**config.mk**
```make
export PLATFORM = sky130hd
export DESIGN_NAME = divide
export DESIGN_NICKNAME = d
export VERILOG_FILES = /design/src/rtl/divide.sv
export SDC_FILE = /design/constraint.sdc
export NUM_CORES = 1
export LEC_CHECK = 0
export BUFFER_PORTS_ARGS = -buffer_cell sky130_fd_sc_hd__clkbuf_2
export CAP_MARGIN = 20
export CORE_MARGIN = 8
export CORE_UTILIZATION = 25
export CTS_CLUSTER_SIZE = 16
export DETAILED_ROUTE_END_ITERATION = 8
export GPL_TIMING_DRIVEN = 1
export PLACE_DENSITY = 0.46
export SLEW_MARGIN = 20
export SYNTH_ARGS = -nofsm -noshare
export SYNTH_HDL_FRONTEND = slang
export SYNTH_SLANG_ARGS = --single-unit
export TNS_END_PERCENT = 10
```
**constraint.sdc**
```tcl
create_clock -name clk -period 12.9 [get_ports clk]
set_input_delay 0.645 -clock clk [delete_from_list [all_inputs] [get_ports clk]]
set_output_delay 0.645 -clock clk [all_outputs]
set_load 0.005 [all_outputs]
```
**src/rtl/divide.sv**
```systemverilog
// Sequential restoring divider for DIV/DIVU: one quotient bit per clock, then a sign-fix cycle.
// Optional build macro: DIV_ZERO_FAST_EN (zero divisor skips the iteration phase).
module divide #(
    parameter int WIDTH = 32
) (
    input  logic             clk,
    input  logic             rst,
    input  logic             div_begin,
    input  logic             div_signed,
    input  logic [WIDTH-1:0] div_op1,
    input  logic [WIDTH-1:0] div_op2,
    output logic [WIDTH-1:0] quotient,
    output logic [WIDTH-1:0] remainder,
    output logic             div_busy,
    output logic             div_end
);

    localparam int CW = (WIDTH > 1) ? $clog2(WIDTH) : 1;
    localparam logic [CW-1:0] LAST_ITER = CW'(WIDTH - 1);

    typedef enum logic [1:0] {
        IDLE,
        RUN,
        FIX
    } state_t;

    state_t           state;
    logic [CW-1:0]    count;
    logic [WIDTH-1:0] part_rem;
    logic [WIDTH-1:0] dvd_shift;
    logic [WIDTH-1:0] dvs_abs;
    logic [WIDTH-1:0] op1_raw;
    logic             sign1;
    logic             sign2;
    logic             dvs_zero;

    logic             op1_neg;
    logic             op2_neg;
    logic [WIDTH-1:0] op1_abs;
    logic [WIDTH-1:0] op2_abs;
    logic [WIDTH:0]   shifted;
    logic [WIDTH:0]   trial;
    logic             trial_neg;
    logic [WIDTH-1:0] restored;
    logic [WIDTH-1:0] q_neg;
    logic [WIDTH-1:0] r_neg;

    // -2^(WIDTH-1) negates to itself; read as unsigned it is still the right magnitude.
    assign op1_neg = div_signed & div_op1[WIDTH-1];
    assign op2_neg = div_signed & div_op2[WIDTH-1];
    assign op1_abs = op1_neg ? -div_op1 : div_op1;
    assign op2_abs = op2_neg ? -div_op2 : div_op2;

    // The partial remainder only needs its extra top bit transiently, while shifted.
    assign shifted   = {part_rem, dvd_shift[WIDTH-1]};
    assign trial     = shifted - {1'b0, dvs_abs};
    assign trial_neg = trial[WIDTH];
    assign restored  = {part_rem[WIDTH-2:0], dvd_shift[WIDTH-1]};

    assign q_neg = -dvd_shift;
    assign r_neg = -part_rem;

    always_ff @(posedge clk or posedge rst) begin
        if (rst) begin
            state     <= IDLE;
            count     <= '0;
            part_rem  <= '0;
            dvd_shift <= '0;
            dvs_abs   <= '0;
            op1_raw   <= '0;
            sign1     <= 1'b0;
            sign2     <= 1'b0;
            dvs_zero  <= 1'b0;
            quotient  <= '0;
            remainder <= '0;
            div_busy  <= 1'b0;
            div_end   <= 1'b0;
        end else begin
            div_end <= 1'b0;
            case (state)
                IDLE: begin
                    div_busy <= 1'b0;
                    if (div_begin) begin
                        sign1     <= op1_neg;
                        sign2     <= op2_neg;
                        dvd_shift <= op1_abs;
                        dvs_abs   <= op2_abs;
                        op1_raw   <= div_op1;
                        dvs_zero  <= (div_op2 == '0);
                        part_rem  <= '0;
                        count     <= '0;
                        div_busy  <= 1'b1;
`ifdef DIV_ZERO_FAST_EN
                        state     <= (div_op2 == '0) ? FIX : RUN;
`else
                        state     <= RUN;
`endif
                    end
                end
                RUN: begin
                    part_rem  <= trial_neg ? restored : trial[WIDTH-1:0];
                    dvd_shift <= {dvd_shift[WIDTH-2:0], ~trial_neg};
                    count     <= count + CW'(1);
                    if (count == LAST_ITER) begin
                        state <= FIX;
                    end
                end
                FIX: begin
                    // Zero divisor bypasses sign correction: all ones, dividend as given.
                    if (dvs_zero) begin
                        quotient  <= '1;
                        remainder <= op1_raw;
                    end else begin
                        quotient  <= (sign1 ^ sign2) ? q_neg : dvd_shift;
                        remainder <= sign1 ? r_neg : part_rem;
                    end
                    div_end <= 1'b1;
                    count   <= '0;
                    state   <= IDLE;
                end
                default: begin
                    state <= IDLE;
                end
            endcase
        end
    end

endmodule

```
### Word-level counts from Yosys, hierarchy flattened

Index checks and enable logic that the tools add are counted.

| cells by class | value |
|---|---|
| bitwise gates (word level) | 4 |
| equal/unequal tests | 5 |
| add/subtract/negate cells | 6 |
| reduce and logical (&&, ||, !) cells | 8 |
| multiplexer cells | 18 |

Operators by type and width:

| cell | count |
|---|---|
| 32-bit 2-to-1 mux | 9 |
| 32-bit negation | 4 |
| 32-bit one-hot mux with 2 select lines | 2 |
| 33-bit by 32-bit subtractor with 33-bit output | 1 |
| 32-bit logical NOT | 1 |
| 5-bit one-hot mux with 3 select lines | 1 |
| 2-bit AND reduction | 4 |
| 5-bit by 1-bit adder with 5-bit output (second input constant) | 1 |
| 5-bit == test (second input constant) | 1 |
| 5-bit 2-to-1 mux | 1 |
| 2-bit 2-to-1 mux | 2 |
| 2-bit inequality test (second input constant) | 2 |
| 2-bit one-hot mux with 2 select lines | 1 |
| 3-bit nonzero test | 1 |
| 1-bit AND | 2 |
| 2-bit by 1-bit == test with 1-bit output (second input constant) | 1 |
| 2-bit == test (second input constant) | 1 |
| 2-bit logical NOT | 1 |
| 1-bit 2-to-1 mux | 2 |
| 2-bit nonzero test | 1 |
| 1-bit inverter | 1 |
| 1-bit bitwise XOR | 1 |

| storage, ports and cells | value |
|---|---|
| bits of input ports | 68 |
| output and inout bits | 66 |
| flip-flop bits (word level) | 204 |
| word-level logic and storage cells | 54 |

### Depth between registers and ports, before layout

Gate-level depths: netlist of the first run.

| depth | value |
|---|---|
| word-level depth | 4 |
| depth in mapped cells | 14 |
| gate-level depth less buffers | 12 |

### Worst setup path before layout of the first run

Ideal clock, no wire load.

| path | value |
|---|---|
| path kind | input to register |
| from | input port div_op1[4] |
| to | register dvd_shift[31] |
| required time | 12834 ps |
| path buffers | 0 |
| arrival | 3093 ps |
| stages on the path | 8 |
| path slack | 9741 ps |
| library setup time | 66 ps |
| cell sequence | or3_1 or4_1 or4_1 nor2b_1 nand3_1 or4_1 a21oi_1 a221o_1 |

| on the way | value |
|---|---|
| longest elaborated chain between the ends | 4 |

Ends and longest elaborated chain:

| what | line | RTL |
|---|---|---|
| from (decl) | 10 | `input logic [WIDTH-1:0] div_op1,` |
| 32-bit negation | 51 | `assign op1_abs = op1_neg ? -div_op1 : div_op1;` |
| 32-bit 2-to-1 mux | 51 |  |
| 32-bit 2-to-1 mux | 83 | `if (div_begin) begin` |
| 32-bit one-hot mux with 2 select lines | 80 | `case (state)` |
| to (signal assigned) | 86 | `dvd_shift <= op1_abs;` |
| to (signal assigned) | 102 | `dvd_shift <= {dvd_shift[WIDTH-2:0], ~trial_neg};` |
| to (decl) | 30 | `logic [WIDTH-1:0] dvd_shift;` |

No other way between the ends. The select of a mux whose other input is x is not followed.
A chain may end at the register's enable or synchronous reset.

### Worst setup path after layout of the first run

| path | value |
|---|---|
| from | register dvd_shift[31] |
| to | register part_rem[31] |

| on the way | value |
|---|---|
| longest elaborated chain between the ends | 3 |

Ends and longest elaborated chain:

| what | line | RTL |
|---|---|---|
| 33-bit by 32-bit subtractor with 33-bit output | 56 | `assign trial = shifted - {1'b0, dvs_abs};` |
| 32-bit 2-to-1 mux | 101 | `part_rem <= trial_neg ? restored : trial[WIDTH-1:0];` |
| 32-bit one-hot mux with 2 select lines | 80 |  |
| to (signal assigned) | 101 |  |
| to (decl) | 29 | `logic [WIDTH-1:0] part_rem;` |

No other way between the ends.

==> results of run 1 <==
## worst paths after layout
kind	end	start	cells after the start	slack, ns
max	part_rem[31]	dvd_shift[31]	13	9.56
min	div_end	rst	2	0.22
max reg2reg	part_rem[31]	dvd_shift[31]	13	9.56
min reg2reg	quotient[0]	quotient[0]	2	0.47
max in group asynchronous	dvd_shift[27]	rst	3	11.28
min in group clk	dvs_zero	div_op2[31]	2	0.34
## layout by cell type, fill, tap and decap left out, types with 13 or more instances in the layout
cell type,synthesis,final
o21ai_0,178,178
xnor2_1,74,73
nor3_1,17,17
nand2_1,223,222
o31ai_1,21,21
buf_4,0,15
nand3_1,35,35
dfrtp_1,204,203
and3_1,14,14
nor2_1,104,102
inv_1,53,52
nor4_1,14,14
ha_1,38,38
clkbuf_2,0,133
nand2b_1,15,13
mux2i_1,30,30
a21oi_1,129,129
xor2_1,74,74
a31oi_1,13,13
a22oi_1,30,30
clkbuf_16,0,27
## metrics by stage
| step | hold WS [ns] | utilization | cells |
|---|---|---|---|
| global route | 0.2614 | 0.2986 | 2249 |
| finish | 0.2234 | 0.2986 | 2249 |
| floorplan | 0.4374 | - | 1471 |
| global placement | 0.4542 | 0.2806 | 2201 |
| detailed placement | 0.4576 | 0.2807 | 2201 |
| CTS | 0.2480 | 0.2986 | 2249 |
## routing by layer
metal / global-route usage / vias to the layer above
met4: 0.04513 / 0
met3: 0.02132 / 59
li1: - / 5324
met5: 0 / -
met1: 0.1925 / 5059
met2: 0.2114 / 262
## registers in the layout, summed over array words and instances (netlist names), 2 cells and up
signal / count
part_rem: 32
count: 5
op1_raw: 32
remainder: 32
dvs_abs: 32
state: 2
dvd_shift: 32
quotient: 32
## power by group
group | total, mW | switching (mW) | internal (mW)
logic | 1.98 | 1.13 | 0.844
clock network | 0.749 | 0.293 | 0.456
registers | 1.15 | 0.282 | 0.870
## Yosys cell counts, types with 3 or more instances
library cell  instances
a22o_1                3
xnor2_1              74
o31ai_1              21
o21a_1                7
clkbuf_1             73
dfrtp_1             204
or4_1                 8
nor2_1              104
o41ai_1              10
a31oi_1              13
mux2i_1              30
or4_4                 3
buf_1                 8
a22oi_1              30
and3_1               14
nand2_1             223
o21ai_1               5
o21bai_1              3
nor3b_1               3
inv_1                53
o41ai_2               3
nand2b_1             15
xor2_1               74
a21o_1                9
or3_1                 6
o211ai_1              9
a21oi_1             129
nand3b_1              5
nor2b_1               7
and2_1                7
nand4_1              10
ha_1                 38
nand3_1              35
nor4_1               14
o21ai_0             178
nor3_1               17
a211oi_1              3
## area by class of cell
type	count	area, sq um	share of cell area
Clock buffer	39	780.7	0.05331
Timing Repair Buffer	148	778.2	0.05314
Sequential cell	204	5106	0.3486
Tap cell	664	830.8	0.05672
Clock inverter	9	97.59	0.006663
Inverter	53	206.4	0.01410
Multi-Input combinational cell	1132	6847	0.4675
## logic make-up after synthesis
kind of cell | after synthesis
adders and majority gates | 39
xor gates and xnor gates | 148
and+or+nand+nor | 479
DFF | 204
buffers and inverters | 135
muxes | 32
AOI/OAI and AO/OA | 434
## worst max-delay path, delay by kind of cell, from the launching register on
kind | cells | cell delay [ns]
buffers and inverters | 2 | 0.59
adder cells (fa/ha/maj) | 2 | 0.63
flip-flops | 1 | 0.40
AO/OA/AOI/OAI | 4 | 0.82
AND/OR/NAND/NOR | 4 | 0.66
XOR/XNOR | 1 | 0.13
==> impl_metrics.env, run 1 <==
export IMPL_p_leak_nw=6.366
export IMPL_cap_violations=0
export IMPL_antenna_found_initial=0
export IMPL_dieArea_sq_um=57100
export IMPL_dpl_hpwl_mm=29.46
export IMPL_avgSynthCellArea_sq_um=8.448
export IMPL_hold_viol=0
export IMPL_yosys_area_top_type="dfrtp_1"
export IMPL_cts_root_buffer="clkbuf_16"
export IMPL_post_dp_cell_area_sq_um=13770
export IMPL_critical_path_startpoint_type="flop"
export IMPL_syn_area_sq_um=12430
export IMPL_cts_made_buffers=26
export IMPL_grt_pass1_vias=10500
export IMPL_powerDensity_nw_per_um2=264.7
export IMPL_hold_class="input pin to asynchronous set/reset pin"
export IMPL_ant_nets=0
export IMPL_synth_distinct_cells=56
export IMPL_cts_sinks=204
export IMPL_fin_area_sq_um=14650
export IMPL_yosysTopAreaCellShare=0.4108
export IMPL_worstSetupPathType="flop to flop"
export IMPL_grt_max_degree=101
export IMPL_grtUsageTotal=0.1366
export IMPL_synth_top_family_by_area="compound AO/OA/AOI/OAI gates"
export IMPL_fin_setup_tns_ns=0
export IMPL_cts_tree="built"
export IMPL_clkSlewWorstSetupHoldPaths_ns=0.06
export IMPL_fillers=5327
export IMPL_synth_xor_area_share=0.1043
export IMPL_outcome="finished, final reports clean"
export IMPL_clk_latency_ns=0.54
export IMPL_gp_congestion=0.8397
export IMPL_place_ws_ns=9.259
export IMPL_vias=10700
export IMPL_cts_resized=0
export IMPL_drive_above_1_share=0.1356
export IMPL_met1_length_mm=19.05
export IMPL_critPathSlowestCell="buf_4"
export IMPL_ys_seq_area_frac=0.4108
export IMPL_synth_cells=1471
export IMPL_timing_final_crit_share=0.2591
export IMPL_period_minus_slack_ns=3.342
export IMPL_power_mw=3.877
export IMPL_start_util=0.2533
export IMPL_rsz0062_at_grt="false"
export IMPL_clock_skew_ns=0.008904
export IMPL_path_max_fanout=38
export IMPL_first_pass_iters=5
export IMPL_wl_mm=39.49
export IMPL_areaGrowthSynthToFinish_pct=17.86
export IMPL_synth_simple_gate_area_frac=0.1747
export IMPL_crit_top_cell="a21oi_1"
export IMPL_synth_edff_count=0
export IMPL_synth_fa_ha_area_frac=0.03987
export IMPL_async_reset_ff_frac=1.000
export IMPL_cpPeakStageDelay_ns=0.49
export IMPL_overflow=0
export IMPL_arrival_ns=3.76
export IMPL_synth_area_leaders="dfrtp_1, o21ai_0, nand2_1, xnor2_1, xor2_1"
export IMPL_viasPerCell=4.759
export IMPL_clock_fmax_mhz=299.2
export IMPL_syn_num_nets=1578
export IMPL_synth_compound_area_frac=0.2035
export IMPL_post_drt_wl_per_cell_um=17.56
export IMPL_grt_pass1_wl_mm=62.63
export IMPL_setup_slack_ns=9.558
export IMPL_drtIter0Drc=620
export IMPL_top_layer="met4"
export IMPL_cts_htree_levels=1
export IMPL_max_slew_margin=0.3543
export IMPL_cp_cell_sequence="inv_1 -> ha_1 -> fa_1 -> nand2b_1 -> a21oi_1 -> o21ai_0 -> a21oi_1 -> a21oi_1 -> xnor2_2 -> buf_4 -> nand3_1 -> nor4_1 -> nor2_1"
export IMPL_maxSlewViolCount=0
export IMPL_cts_buffer_depth=3
export IMPL_ctsHoldBuffers=0
export IMPL_yosysWarnings=0
export IMPL_max_slew_worst_pin_slew_ns=0.9686
export IMPL_drc=0
export IMPL_cts_setup_buffers=0
export IMPL_synth_seq_cells=204
export IMPL_rows=81
export IMPL_muxShareOfSynthArea=0.02598
export IMPL_die_w_um=239.0
export IMPL_nNetsFinal=1672
export IMPL_ios=134
export IMPL_core_area_sq_um=49050
export IMPL_vdd_drop_max_uv=199.7
export IMPL_met2_length_mm=17.32
export IMPL_finalSetupViolCount=0
export IMPL_antennaDiodeCount=0
export IMPL_dr_wl_met3_mm=1.771
export IMPL_fp_dieH_um=239.0
export IMPL_port_buffers=133
export IMPL_end_kind="flop"
export IMPL_worstPathRequired_ns=13.32
export IMPL_ys_flop_type="dfrtp_1"
(Power assumes the default switching activity.)
==> inputs of run 2 (changes only) <==
==> constraint.sdc (replaced) <==
create_clock -name clk -period 3.2 [get_ports clk]
set_input_delay 0.16 -clock clk [delete_from_list [all_inputs] [get_ports clk]]
set_output_delay 0.16 -clock clk [all_outputs]
set_load 0.005 [all_outputs]
==> impl_metrics.env, run 2 (synthesis results as in run 1) <==
export IMPL_r2r_cells=8
export IMPL_critPathSlowestCell="dlygate4sd3_1"
export IMPL_hold_depth=3
export IMPL_grt_pass1_vias=10800
export IMPL_cts_buffer_depth=3
export IMPL_seq_power_share=0.276
export IMPL_r2r_end="remainder[31]"
export IMPL_fillers=5269
export IMPL_path_max_fanout=5
export IMPL_clk_latency_ns=0.55
export IMPL_cts_root_buffer="clkbuf_16"
export IMPL_clock_fmax_mhz=322.1
export IMPL_final_core_utilization=0.3197
export IMPL_dpl_hpwl_mm=30.29
export IMPL_clkSlewWorstSetupHoldPaths_ns=0.06
export IMPL_crit_cells=10
export IMPL_outcome="finished, final reports clean"
export IMPL_cp_cell_sequence="dlygate4sd3_1 -> clkbuf_2 -> or3_1 -> or4_1 -> or4_1 -> nor2b_2 -> nand3_2 -> or4_1 -> a21oi_1 -> a221o_1"
export IMPL_ant_nets=0
export IMPL_grtUsageTotal=0.1388
export IMPL_hold_class="input pin to flop"
export IMPL_p_int_mw=9.212
export IMPL_post_drt_wl_per_cell_um=17.08
export IMPL_ios=134
export IMPL_start_util=0.2533
export IMPL_mostFrequentLayoutCell="nand2_1"
export IMPL_power_mw=16.18
export IMPL_fin_setup_tns_ns=0
export IMPL_rows=81
export IMPL_regArea_sq_um=5106
export IMPL_period_minus_slack_ns=3.105
export IMPL_cpPeakStageDelay_ns=0.57
export IMPL_viasPerCell=4.659
export IMPL_powerDensity_nw_per_um2=1032
export IMPL_cts_htree_levels=1
export IMPL_critPathTopFamily="simple AND/OR/NAND/NOR gates"
export IMPL_gp_congestion=0.8279
export IMPL_worstSetupPathType="input pin to flop"
export IMPL_end_kind="flop"
export IMPL_final_cells=2352
export IMPL_drc=0
export IMPL_multi_input_area_sq_um=6859
export IMPL_critical_path_startpoint_type="input pin"
export IMPL_vias=10960
export IMPL_arrival_ns=3.57
export IMPL_dieArea_sq_um=57100
export IMPL_cp_buffers_inverters=2
export IMPL_rr_startpoint="part_rem[9]"
export IMPL_min_to="op1_raw[2]"
export IMPL_first_pass_iters=7
export IMPL_drive_above_1_share=0.1540
export IMPL_core_area_sq_um=49050
export IMPL_p_sw_frac=0.4308
export IMPL_fp_dieH_um=239.0
export IMPL_maxSlewViolCount=0
export IMPL_antenna_found_initial=0
export IMPL_crit_top_cell="or4_1"
export IMPL_cts_made_buffers=26
export IMPL_max_slew_margin=0.3009
export IMPL_vdd_drop_max_uv=666.9
export IMPL_placed_cells_incl_taps=2240
export IMPL_finalSetupViolCount=0
export IMPL_timing_final_crit_share=0.9703
export IMPL_overflow=0
export IMPL_hold_path_startpoint="div_op1[2]"
export IMPL_cap_violations=0
export IMPL_switching_power_mw=6.972
export IMPL_worstPathRequired_ns=3.66
export IMPL_max_slew_worst_pin_slew_ns=1.049
export IMPL_die_w_um=239.0
export IMPL_r2r_slack_ns=0.13
export IMPL_p_leak_nw=6.858
export IMPL_port_buffers=133
export IMPL_clock_skew_ns=0.01584
export IMPL_drtIter0Drc=591
export IMPL_mostFrequentLayoutCells="nand2_1, dfrtp_1, o21ai_0"
export IMPL_hold_viol=0
export IMPL_grt_max_degree=73
export IMPL_antennaDiodeCount=0
export IMPL_grt_pass1_wl_mm=63.80
export IMPL_pwr_share_comb=0.536
export IMPL_cts_sinks=204
export IMPL_areaGrowthSynthToFinish_pct=26.19
export IMPL_cts_tree="built"
export IMPL_clockPowerShare=0.188
export IMPL_wl_mm=40.18
export IMPL_nNetsFinal=1776
## run 2: cell types whose count changed in the layout (fill, tap and decap cells not counted), sizes merged
| cell | before | now |
|---|---|---|
| buf | 15 | 54 |
| clkbuf | 172 | 171 |
| clkinvlp | 1 | 2 |
| dlygate4sd3 | 0 | 65 |
| inv | 53 | 52 |
## run 2: power groups by stage
stage / sequential, mW / clock, mW / combinational (mW)
4_1_cts: 4.45 / 3.15 / 8.72
5_1_grt: 4.60 / 3.26 / 9.80
3_3_place_gp: 4.46 / 0 / 8.54
6_report: 4.46 / 3.04 / 8.68
2_1_floorplan: 4.24 / 0 / 6.27
3_5_place_dp: 4.49 / 0 / 8.62
## run 2: layer usage
| metal | wire length, um | share of wire | vias to the layer above | track usage |
|---|---|---|---|---|
| li1 | - | - | 5543 | - |
| met1 | 19470 | 0.48 | 5178 | 0.1915 |
| met2 | 18510 | 0.46 | 199 | 0.2285 |
| met3 | 1644 | 0.041 | 38 | 0.02455 |
| met4 | 553 | 0.014 | 0 | 0.02219 |
| met5 | 0 | 0 | - | 0 |
## run 2: how the worst max path moves through the flow
stage	from	endpoint
floorplan	part_rem[20]	part_rem[31]
global placement	div_op1[4]	dvd_shift[31]
detailed placement	div_op1[2]	dvd_shift[31]
CTS	div_op1[4]	dvd_shift[31]
global route	div_op1[4]	dvd_shift[31]
finish	div_op1[4]	dvd_shift[31]
## run 2: repair_timing
action / in CTS / in global routing
setup buffers: 0 / 0
hold endpoints to repair: 86 / 0
hold buffers: 65 / 0
endpoints found under the setup margin: 0 / 34
gates resized for setup: 0 / 6
## run 2: layout make-up
cell class / instances / area share
Sequential cell: 204 / 0.3256
Clock inverter: 9 / 0.006942
Timing Repair Buffer: 252 / 0.1140
Tap cell: 664 / 0.05298
Clock buffer: 38 / 0.05011
Multi-Input combinational cell: 1132 / 0.4374
Inverter: 53 / 0.01293
## run 2: through the flow
stage,instance area [sq um],setup WS (ns),hold slack [ns]
final,15680,0.09517,0.03925
after global placement,14110,0.09104,0.1923
after global routing,15680,-0.02124,0.03696
after CTS,15660,0.06137,0.02432
after floorplan,12430,0.05640,0.2567
after detailed placement,14120,0.09806,0.1944
## run 2: worst reg2reg max path: stages (launching register included)
cell and delay (ns):
dfrtp_1 0.37, or4_4 0.55, or4_4 0.43, or3_4 0.35
or4_4 0.45, or2_4 0.30, o31ai_2 0.25, xor2_1 0.17
o21ai_1 0.07
